**config.mk**
```make
export PLATFORM = sky130hd
export DESIGN_NAME = hilo_div
export DESIGN_NICKNAME = d
export VERILOG_FILES = /design/src/rtl/hilo_div_pkg.sv /design/src/rtl/hilo_div_step.sv /design/src/rtl/hilo_div.sv
export SDC_FILE = /design/constraint.sdc
export NUM_CORES = 1
export LEC_CHECK = 0
export ABC_AREA = 0
export ABC_CLOCK_PERIOD_IN_PS = 5300
export BUFFER_PORTS_ARGS = -buffer_cell sky130_fd_sc_hd__buf_2
export CAP_MARGIN = 20
export CORE_UTILIZATION = 54
export CTS_CLUSTER_DIAMETER = 150
export CTS_CLUSTER_SIZE = 25
export DETAILED_ROUTE_END_ITERATION = 7
export PLACE_DENSITY = 0.77
export SYNTH_ARGS = -nofsm -noshare
export SYNTH_HDL_FRONTEND = slang
export SYNTH_SLANG_ARGS = --single-unit
```
**constraint.sdc**
```tcl
create_clock -name clk -period 5.3 [get_ports clk]
set_input_delay 0.53 -clock clk [delete_from_list [all_inputs] [get_ports clk]]
set_output_delay 0.53 -clock clk [all_outputs]
set_load 0.05 [all_outputs]
```
**src/rtl/hilo_div_pkg.sv**
```systemverilog
// Shared types and constants for the HI/LO multi-cycle divider.
package hilo_div_pkg;

  // Divider FSM encoding; the values match the DIV_IDLE/DIV_CALC/DIV_DONE constants.
  typedef enum logic [1:0] {
    StIdle = 2'b00,
    StCalc = 2'b01,
    StDone = 2'b10
  } div_state_e;

  localparam int unsigned DefaultWidth = 32;

endpackage

```
**src/rtl/hilo_div_step.sv**
```systemverilog
// One restoring-division iteration: shift {rem, quo} left, trial-subtract the divisor.
module div_step #(
  parameter int unsigned Width = 32
) (
  input  logic [Width-1:0] rem_i,
  input  logic [Width-1:0] quo_i,
  input  logic [Width-1:0] div_i,
  output logic [Width-1:0] rem_o,
  output logic [Width-1:0] quo_o
);

  logic [Width:0] shifted;
  logic [Width:0] diff;
  logic           no_borrow;

  // Shifted remainder needs one extra bit since it can reach 2*divisor-1.
  always_comb begin
    shifted   = {rem_i, quo_i[Width-1]};
    diff      = shifted - {1'b0, div_i};
    no_borrow = ~diff[Width];
    rem_o     = no_borrow ? diff[Width-1:0] : shifted[Width-1:0];
    quo_o     = {quo_i[Width-2:0], no_borrow};
  end

endmodule

```
**src/rtl/hilo_div.sv**
```systemverilog
// Multi-cycle DIV/DIVU unit: remainder to HI, quotient to LO, one quotient bit per cycle.
module hilo_div
  import hilo_div_pkg::*;
#(
  parameter int unsigned WIDTH = DefaultWidth
) (
  input  logic               clk,
  input  logic               rst,
  input  logic               start,
  input  logic               signed_div,
  input  logic               annul,
  input  logic [WIDTH-1:0]   a,
  input  logic [WIDTH-1:0]   b,
  output logic               busy,
  output logic               ready,
  output logic [2*WIDTH-1:0] result
);

  localparam int unsigned CntW = $clog2(WIDTH);
  localparam logic [CntW-1:0] CntLast = CntW'(WIDTH - 1);

  div_state_e         state_q, state_d;
  logic [CntW-1:0]    cnt_q, cnt_d;
  logic [WIDTH-1:0]   rem_q, rem_d;
  logic [WIDTH-1:0]   quo_q, quo_d;
  logic [WIDTH-1:0]   div_q, div_d;
  logic               qsign_q, qsign_d;
  logic               rsign_q, rsign_d;
  logic               busy_q, busy_d;
  logic               ready_q, ready_d;
  logic [2*WIDTH-1:0] result_q, result_d;

  logic [WIDTH-1:0]   a_abs, b_abs;
  logic [WIDTH-1:0]   step_rem, step_quo;
  logic [WIDTH-1:0]   rem_fix, quo_fix;

  div_step #(
    .Width (WIDTH)
  ) u_step (
    .rem_i (rem_q),
    .quo_i (quo_q),
    .div_i (div_q),
    .rem_o (step_rem),
    .quo_o (step_quo)
  );

  // Operand magnitudes; |0x80000000| wraps to itself, which is the right unsigned value.
  always_comb begin
    a_abs = (signed_div && a[WIDTH-1]) ? (~a + 1'b1) : a;
    b_abs = (signed_div && b[WIDTH-1]) ? (~b + 1'b1) : b;
  end

  // Sign correction applied to the outcome of the final iteration.
  always_comb begin
    rem_fix = rsign_q ? (~step_rem + 1'b1) : step_rem;
    quo_fix = qsign_q ? (~step_quo + 1'b1) : step_quo;
  end

  // Next-state, datapath and registered-output logic.
  always_comb begin
    state_d  = state_q;
    cnt_d    = cnt_q;
    rem_d    = rem_q;
    quo_d    = quo_q;
    div_d    = div_q;
    qsign_d  = qsign_q;
    rsign_d  = rsign_q;
    result_d = result_q;

    unique case (state_q)
      StIdle: begin
        if (start && !annul) begin
          if (b == '0) begin
            // Divide by zero skips CALC: HI gets the dividend, LO all-ones.
            state_d  = StDone;
            result_d = {a, {WIDTH{1'b1}}};
          end else begin
            state_d = StCalc;
            cnt_d   = '0;
            rem_d   = '0;
            quo_d   = a_abs;
            div_d   = b_abs;
            qsign_d = signed_div & (a[WIDTH-1] ^ b[WIDTH-1]);
            rsign_d = signed_div & a[WIDTH-1];
          end
        end
      end
      StCalc: begin
        if (annul) begin
          state_d = StIdle;
          cnt_d   = '0;
        end else begin
          rem_d = step_rem;
          quo_d = step_quo;
          cnt_d = cnt_q + CntW'(1);
          if (cnt_q == CntLast) begin
            // Result is latched on entry to DONE so it is valid alongside ready.
            state_d  = StDone;
            cnt_d    = '0;
            result_d = {rem_fix, quo_fix};
          end
        end
      end
      StDone: begin
        state_d = StIdle;
      end
      default: begin
        state_d = StIdle;
      end
    endcase

    busy_d  = (state_d != StIdle);
    ready_d = (state_d == StDone);
  end

  // State and datapath registers with asynchronous reset.
  always_ff @(posedge clk or posedge rst) begin
    if (rst) begin
      state_q  <= StIdle;
      cnt_q    <= '0;
      rem_q    <= '0;
      quo_q    <= '0;
      div_q    <= '0;
      qsign_q  <= 1'b0;
      rsign_q  <= 1'b0;
      busy_q   <= 1'b0;
      ready_q  <= 1'b0;
      result_q <= '0;
    end else begin
      state_q  <= state_d;
      cnt_q    <= cnt_d;
      rem_q    <= rem_d;
      quo_q    <= quo_d;
      div_q    <= div_d;
      qsign_q  <= qsign_d;
      rsign_q  <= rsign_d;
      busy_q   <= busy_d;
      ready_q  <= ready_d;
      result_q <= result_d;
    end
  end

  assign busy   = busy_q;
  assign ready  = ready_q;
  assign result = result_q;

endmodule

```
# [Word-level counts from Yosys, hierarchy flattened]
# Index checks and enable logic that the tools add are counted.
[totals] out_inout_bits=66 input_bits=69 elab_cells=73 regBits=171
[classes] add_sub_neg=6 n_eq_ne=8 n_reduce_logical=12 n_bitwise=9 muxes=28
[op_table] op="$mux 32" count=11
[op_table] op="$mux 64" count=4
[op_table] op="$add 32x1->32 const B" count=4
[op_table] op="$not 32->32" count=4
[op_table] op="$pmux 32 s2" count=2
[op_table] op="$pmux 64 s2" count=1
[op_table] op="$sub 33x32->33" count=1
[op_table] op="$logic_not 32->1" count=1
[op_table] op="$mux 5" count=4
[op_table] op="$ne 2x2->1 const B" count=5
[op_table] op="$pmux 5 s2" count=1
[op_table] op="$mux 2" count=4
[op_table] op="$reduce_and 3->1" count=2
[op_table] op="$add 5x1->5 const B" count=1
[op_table] op="$eq 5x5->1 const B" count=1
[op_table] op="$reduce_and 5->1" count=1
[op_table] op="$pmux 2 s2" count=1
[op_table] op="$reduce_and 4->1" count=1
[op_table] op="$reduce_bool 2->1" count=2
[op_table] op="$logic_and 1x1->1" count=3
[op_table] op="$and 1x1->1" count=2
[op_table] op="$eq 2x1->1 const B" count=1
[op_table] op="$eq 2x2->1 const B" count=1
[op_table] op="$logic_not 2->1" count=1
[op_table] op="other kinds (3)" count=4

# [Logic depth before layout (Yosys ltp)]
[depth] depth_word=8 mapped_depth=25 ltp_nobuf=23

# [Cells and area by module]
# Synthesis repeated with hierarchy kept, for this count alone.
[hier_totals] hier_cells=1430 hier_area_um2=12150.4
[by_module_without_submodules] mod="hilo_div" n_inst=1 cells_per_inst=1087 area_each_um2=9654.3 seq_area_each_um2=4279.1
[by_module_without_submodules] mod="div_step" n_inst=1 cells_per_inst=343 area_each_um2=2496.1 seq_area_each_um2=0.0

# [Least setup slack after synthesis]
# No wires, ideal clock.
[synth_path] path_kind="reg-to-reg" from="register quo_q[31]" to="register result_q[58] (netlist: result[58])" period_less_slack_ns=5.519 path_stages_with_launch=24 setup_time_ns=0.071 required_ns=5.229 t_arrival_ns=5.448 path_buffers=3 path_slack_ns=-0.219 path_cell_list="dfrtp_1 > inv_1 > ha_1 > inv_1 > fa_1 > a21o_1 > a221o_1 > o211ai_2 > nand3_2 > a2111o_1 > and2_4 > inv_1 > buf_2 > buf_2 > mux2i_1 > ha_1 > nand2_1 > or4_1 > o22a_1 > or2_0 > buf_2 > o31a_1 > or4_1 > nand4_1"
[synth_between] elab_chain_cells=8
[synth_lines] item="start: declaration" line="hilo_div.sv:25" rtl="logic [WIDTH-1:0] quo_q, quo_d;"
[synth_lines] item="start signal: assignment" line="hilo_div.sv:133" rtl="quo_q <= quo_d;"
[synth_lines] item="$sub 33x32->33" line="hilo_div_step.sv:19" rtl="diff = shifted - {1'b0, div_i};"
[synth_lines] item="$mux 32 (*)" line="hilo_div_step.sv:21" rtl="rem_o = no_borrow ? diff[Width-1:0] : shifted[Width-1:0];"
[synth_lines] item="$not 32->32" line="hilo_div.sv:55" rtl="rem_fix = rsign_q ? (~step_rem + 1'b1) : step_rem;"
[synth_lines] item="$add 32x1->32" line="hilo_div.sv:55"
[synth_lines] item="$mux 32 (*)" line="hilo_div.sv:55"
[synth_lines] item="$mux 64 (*)" line="hilo_div.sv:96" rtl="if (cnt_q == CntLast) begin"
[synth_lines] item="$mux 64 (*)" line="hilo_div.sv:89" rtl="if (annul) begin"
[synth_lines] item="$pmux 64 s2 (*)" line="hilo_div.sv:70" rtl="unique case (state_q)"
[synth_lines] item="end signal: assignment" line="hilo_div.sv:139" rtl="result_q <= result_d;"
[synth_lines] item="end: declaration" line="hilo_div.sv:31" rtl="logic [2*WIDTH-1:0] result_q, result_d;"
# Mark *: on every way between the ends. The rest lies on a longest branch, timed or not. The select of a mux whose other input is x is not followed.
# A chain may end at the register's enable or synchronous reset.

# [Final worst setup path]
# Same ends and word-level chain as after synthesis.

==> impl_metrics.tcl <==
set metrics [dict create \
    coreArea_sq_um 22000 \
    place_inst 1891 \
    synth.area.top_cells "dfrtp_1 35%, a21oi_1 6.9%, o21ai_0 6.2%" \
    async_flop_share_pct 100 \
    cpMostUsedCell "inv_1" \
    layout_setup_ws_ns 0.136 \
    htreeDepth 4 \
    hold_viol 0 \
    final_max_slew_viol_count 0 \
    drcViolationCount 14 \
    cp-start-kind "flip-flop" \
    final_cell_mix "174 x nand2_1, 173 x nor2_1, 171 x dfrtp_1" \
    setup_violations 0 \
    end_kind "flip-flop" \
    cts-root-to-sink-buffers 2 \
    worstMarginPinSlew_ns 1.09 \
    grt_antenna_before_repair 0 \
    cts.sinks 171 \
    clk_latency_ns 0.44 \
    wire_per_inst_microns 17.2 \
    post_dp_cell_area_sq_um 13100 \
    ios 135 \
    leakage_nw 6.20 \
    yosys.area_share.simple_pct 19.3 \
    die-area_sq_um 23300 \
    synth_seq_area_share_pct 34.9 \
    grt_pass1_vias 10624 \
    rows 54 \
    synthesis.area_sq_um 12300 \
    grt_overflow 0 \
    cp_max_fo 7 \
    syn-num-nets 1653 \
    die_h_microns 153 \
    drt_wl_total_microns 33200 \
    grt_max_degree 110 \
    clockRootBuffer "clkbuf_16" \
    grt_pass1_wl_microns 53900 \
    nets 1740 \
    status "complete, but fails checks" \
    dp_hpwl_microns 25000 \
    cts_tree "yes" \
    path_class "flip-flop to flip-flop" \
    areaGrowthSynthToFinish_pct 12.3 \
    synth_top_family_by_area "compound AO/OA/AOI/OAI gates" \
    synthCells 1545 \
    ir_worst_vdd_mv 0.152 \
    synth-xor-area-share_pct 9.08 \
    globalplace.congestion 0.915 \
    dp_slack_ns 0.000191 \
    holdWs_ns 0.194 \
    start_util_pct 55.6 \
    yosys.cell_types.count 75 \
    min_path_type "primary input to asynchronous set/reset pin" \
    fmax_ghz 0.194 \
    synthAdderAreaFrac_pct 4.04 \
    power.density_nw_per_um2 302 \
    path_cells "inv_1, ha_1, inv_1, fa_2, a21o_1, a221o_1, o211ai_2, nand3_2, a2111o_1, and2_4, inv_4, mux2i_4, ha_2, nand2_1, or4_4, o22a_2, or2_1, o31a_1, or4_1, nand4_1" \
    fin_cells 1925 \
    crit_slowest_cell "or4_4" \
    rsz0062_at_grt "true" \
    maxSlewHeadroom_pct 27.4 \
    die_width_microns 153 \
    vias 11564 \
    synth.top_cell.area_share_pct 34.9 \
    drt-initial-drc-count 1037 \
    path_delay_family "compound AO/OA/AOI/OAI gates" \
    io_buffer_count 134 \
    timing.final.crit_period_ns 5.16 \
    clkTransAtPathRegs_ns 0.08 \
    cp.required_ns 5.67 \
    synth-edff-count 0 \
    vias_per_cell 6.01 \
    finalCritPeriodShare_pct 97.4 \
    firstDrtPassIters 8 \
    slowest_delay_ns 0.55 \
    cp.arrival_ns 5.53 \
    muxShareOfSynthArea_pct 3.37 \
    ant_nets 0 \
    fin_util_pct 62.4 \
    track_usage_pct 28.6 \
    violations "DRC" \
    final_common_cell "nand2_1" \
    synth_area_per_cell_sq_um 7.93 \
    critical_path_buf_inv_count 3 \
    synth_top_flop_cell "dfrtp_1" \
    ctsHoldBuffers 0 \
    synth_seq_cells 171 \
    fin_area_sq_um 13800 \
    drive_gt1_share_pct 13.7 \
    clock_skew_ns 0.0106 \
    yosysTopAreaCell "dfrtp_1" \
    drv_cap 0 \
    cts_made_buffers 17 \
    synth_compound_area_share_pct 24.3 \
    yosysWarningCount 0 \
    diodes 0 \
]
## final timing paths
path / depth (start not counted) / start / slack, ns / to
hold / removal: 2 / rst / 0.19 / result[7]
min in group clk: 3 / a[3] / 0.39 / result[35]
hold reg to reg: 2 / result[7] / 0.47 / result[7]
max in group asynchronous: 3 / rst / 3.90 / result[21]
setup reg to reg: 20 / quo_q[31] / 0.14 / result[58]
setup / recovery: 20 / quo_q[31] / 0.14 / result[58]
## repair_timing
action | 4_1_cts | 5_1_grt
endpoints found under the setup margin | 1 | 10
buffers inserted | 0 | 2
resized for setup | 1 | 10
pin swaps | 0 | 5
## cell type report
type,instances,area (sq um)
Clock buffer,18,429
Clock inverter,14,145
Fill cell,1985,8270
Inverter,61,236
Multi-Input combinational cell,1221,7420
Sequential cell,171,4280
Tap cell,280,350
Timing Repair Buffer,160,891
## where the power goes
part           leakage [nW]  internal [mW]  switching (mW)
registers              2.17           1.46           0.158
clock network         0.284          0.631           0.600
logic                  3.75          0.448           0.863
total                  6.20           2.54            1.62
## per-stage QoR
| step | setup TNS, ns | total power [mW] |
|---|---|---|
| finish | 0 | 4.16 |
| global route | -0.0475 | 4.39 |
| CTS | 0 | 4.14 |
| detailed placement | 0 | 2.92 |
| global placement | 0 | 2.88 |
| floorplan | 0 | 2.57 |
## metal layers
layer	vias to the layer above	track usage [%]	wire length, microns
met5	-	0	0
met4	0	9.33	667
met3	46	3.19	2010
met2	417	46.5	15400
met1	5420	39.9	15100
li1	5681	-	-
## Yosys cell counts, types with 11 or more instances
| cell type | n |
|---|---|
| o211ai_1 | 15 |
| clkbuf_1 | 70 |
| xor2_1 | 67 |
| buf_2 | 14 |
| nand2b_1 | 14 |
| mux2i_1 | 34 |
| xnor2_1 | 60 |
| a31oi_1 | 41 |
| nand4_1 | 17 |
| o41ai_1 | 13 |
| o31ai_1 | 17 |
| a211oi_1 | 16 |
| or3_1 | 18 |
| o21ai_0 | 152 |
| ha_1 | 38 |
| or4_1 | 11 |
| nor3_1 | 40 |
| nand3_1 | 16 |
| and3_1 | 15 |
| nor2_1 | 173 |
| inv_1 | 59 |
| nor4_1 | 15 |
| a21oi_1 | 170 |
| nand2_1 | 174 |
| dfrtp_1 | 171 |
## logic make-up (layout without fill, tap and decap cells)
group           count (synthesis)  in the layout
compound gates                493            493
mux                            40             40
simple gates                  522            522
buf+inv                       153            253
xor+xnor                      127            127
flops                         171            171
fa+ha+maj                      39             39
## state kept, by name (all words and copies together) (netlist names)
| signal | flops |
|---|---|
| rsign_q | 1 |
| rem_q | 32 |
| cnt_q | 5 |
| qsign_q | 1 |
| div_q | 32 |
| quo_q | 32 |
| ready | 1 |
| result | 64 |
| busy | 1 |
| state_q | 2 |
No activity file was read; power rests on OpenSTA's default activity.
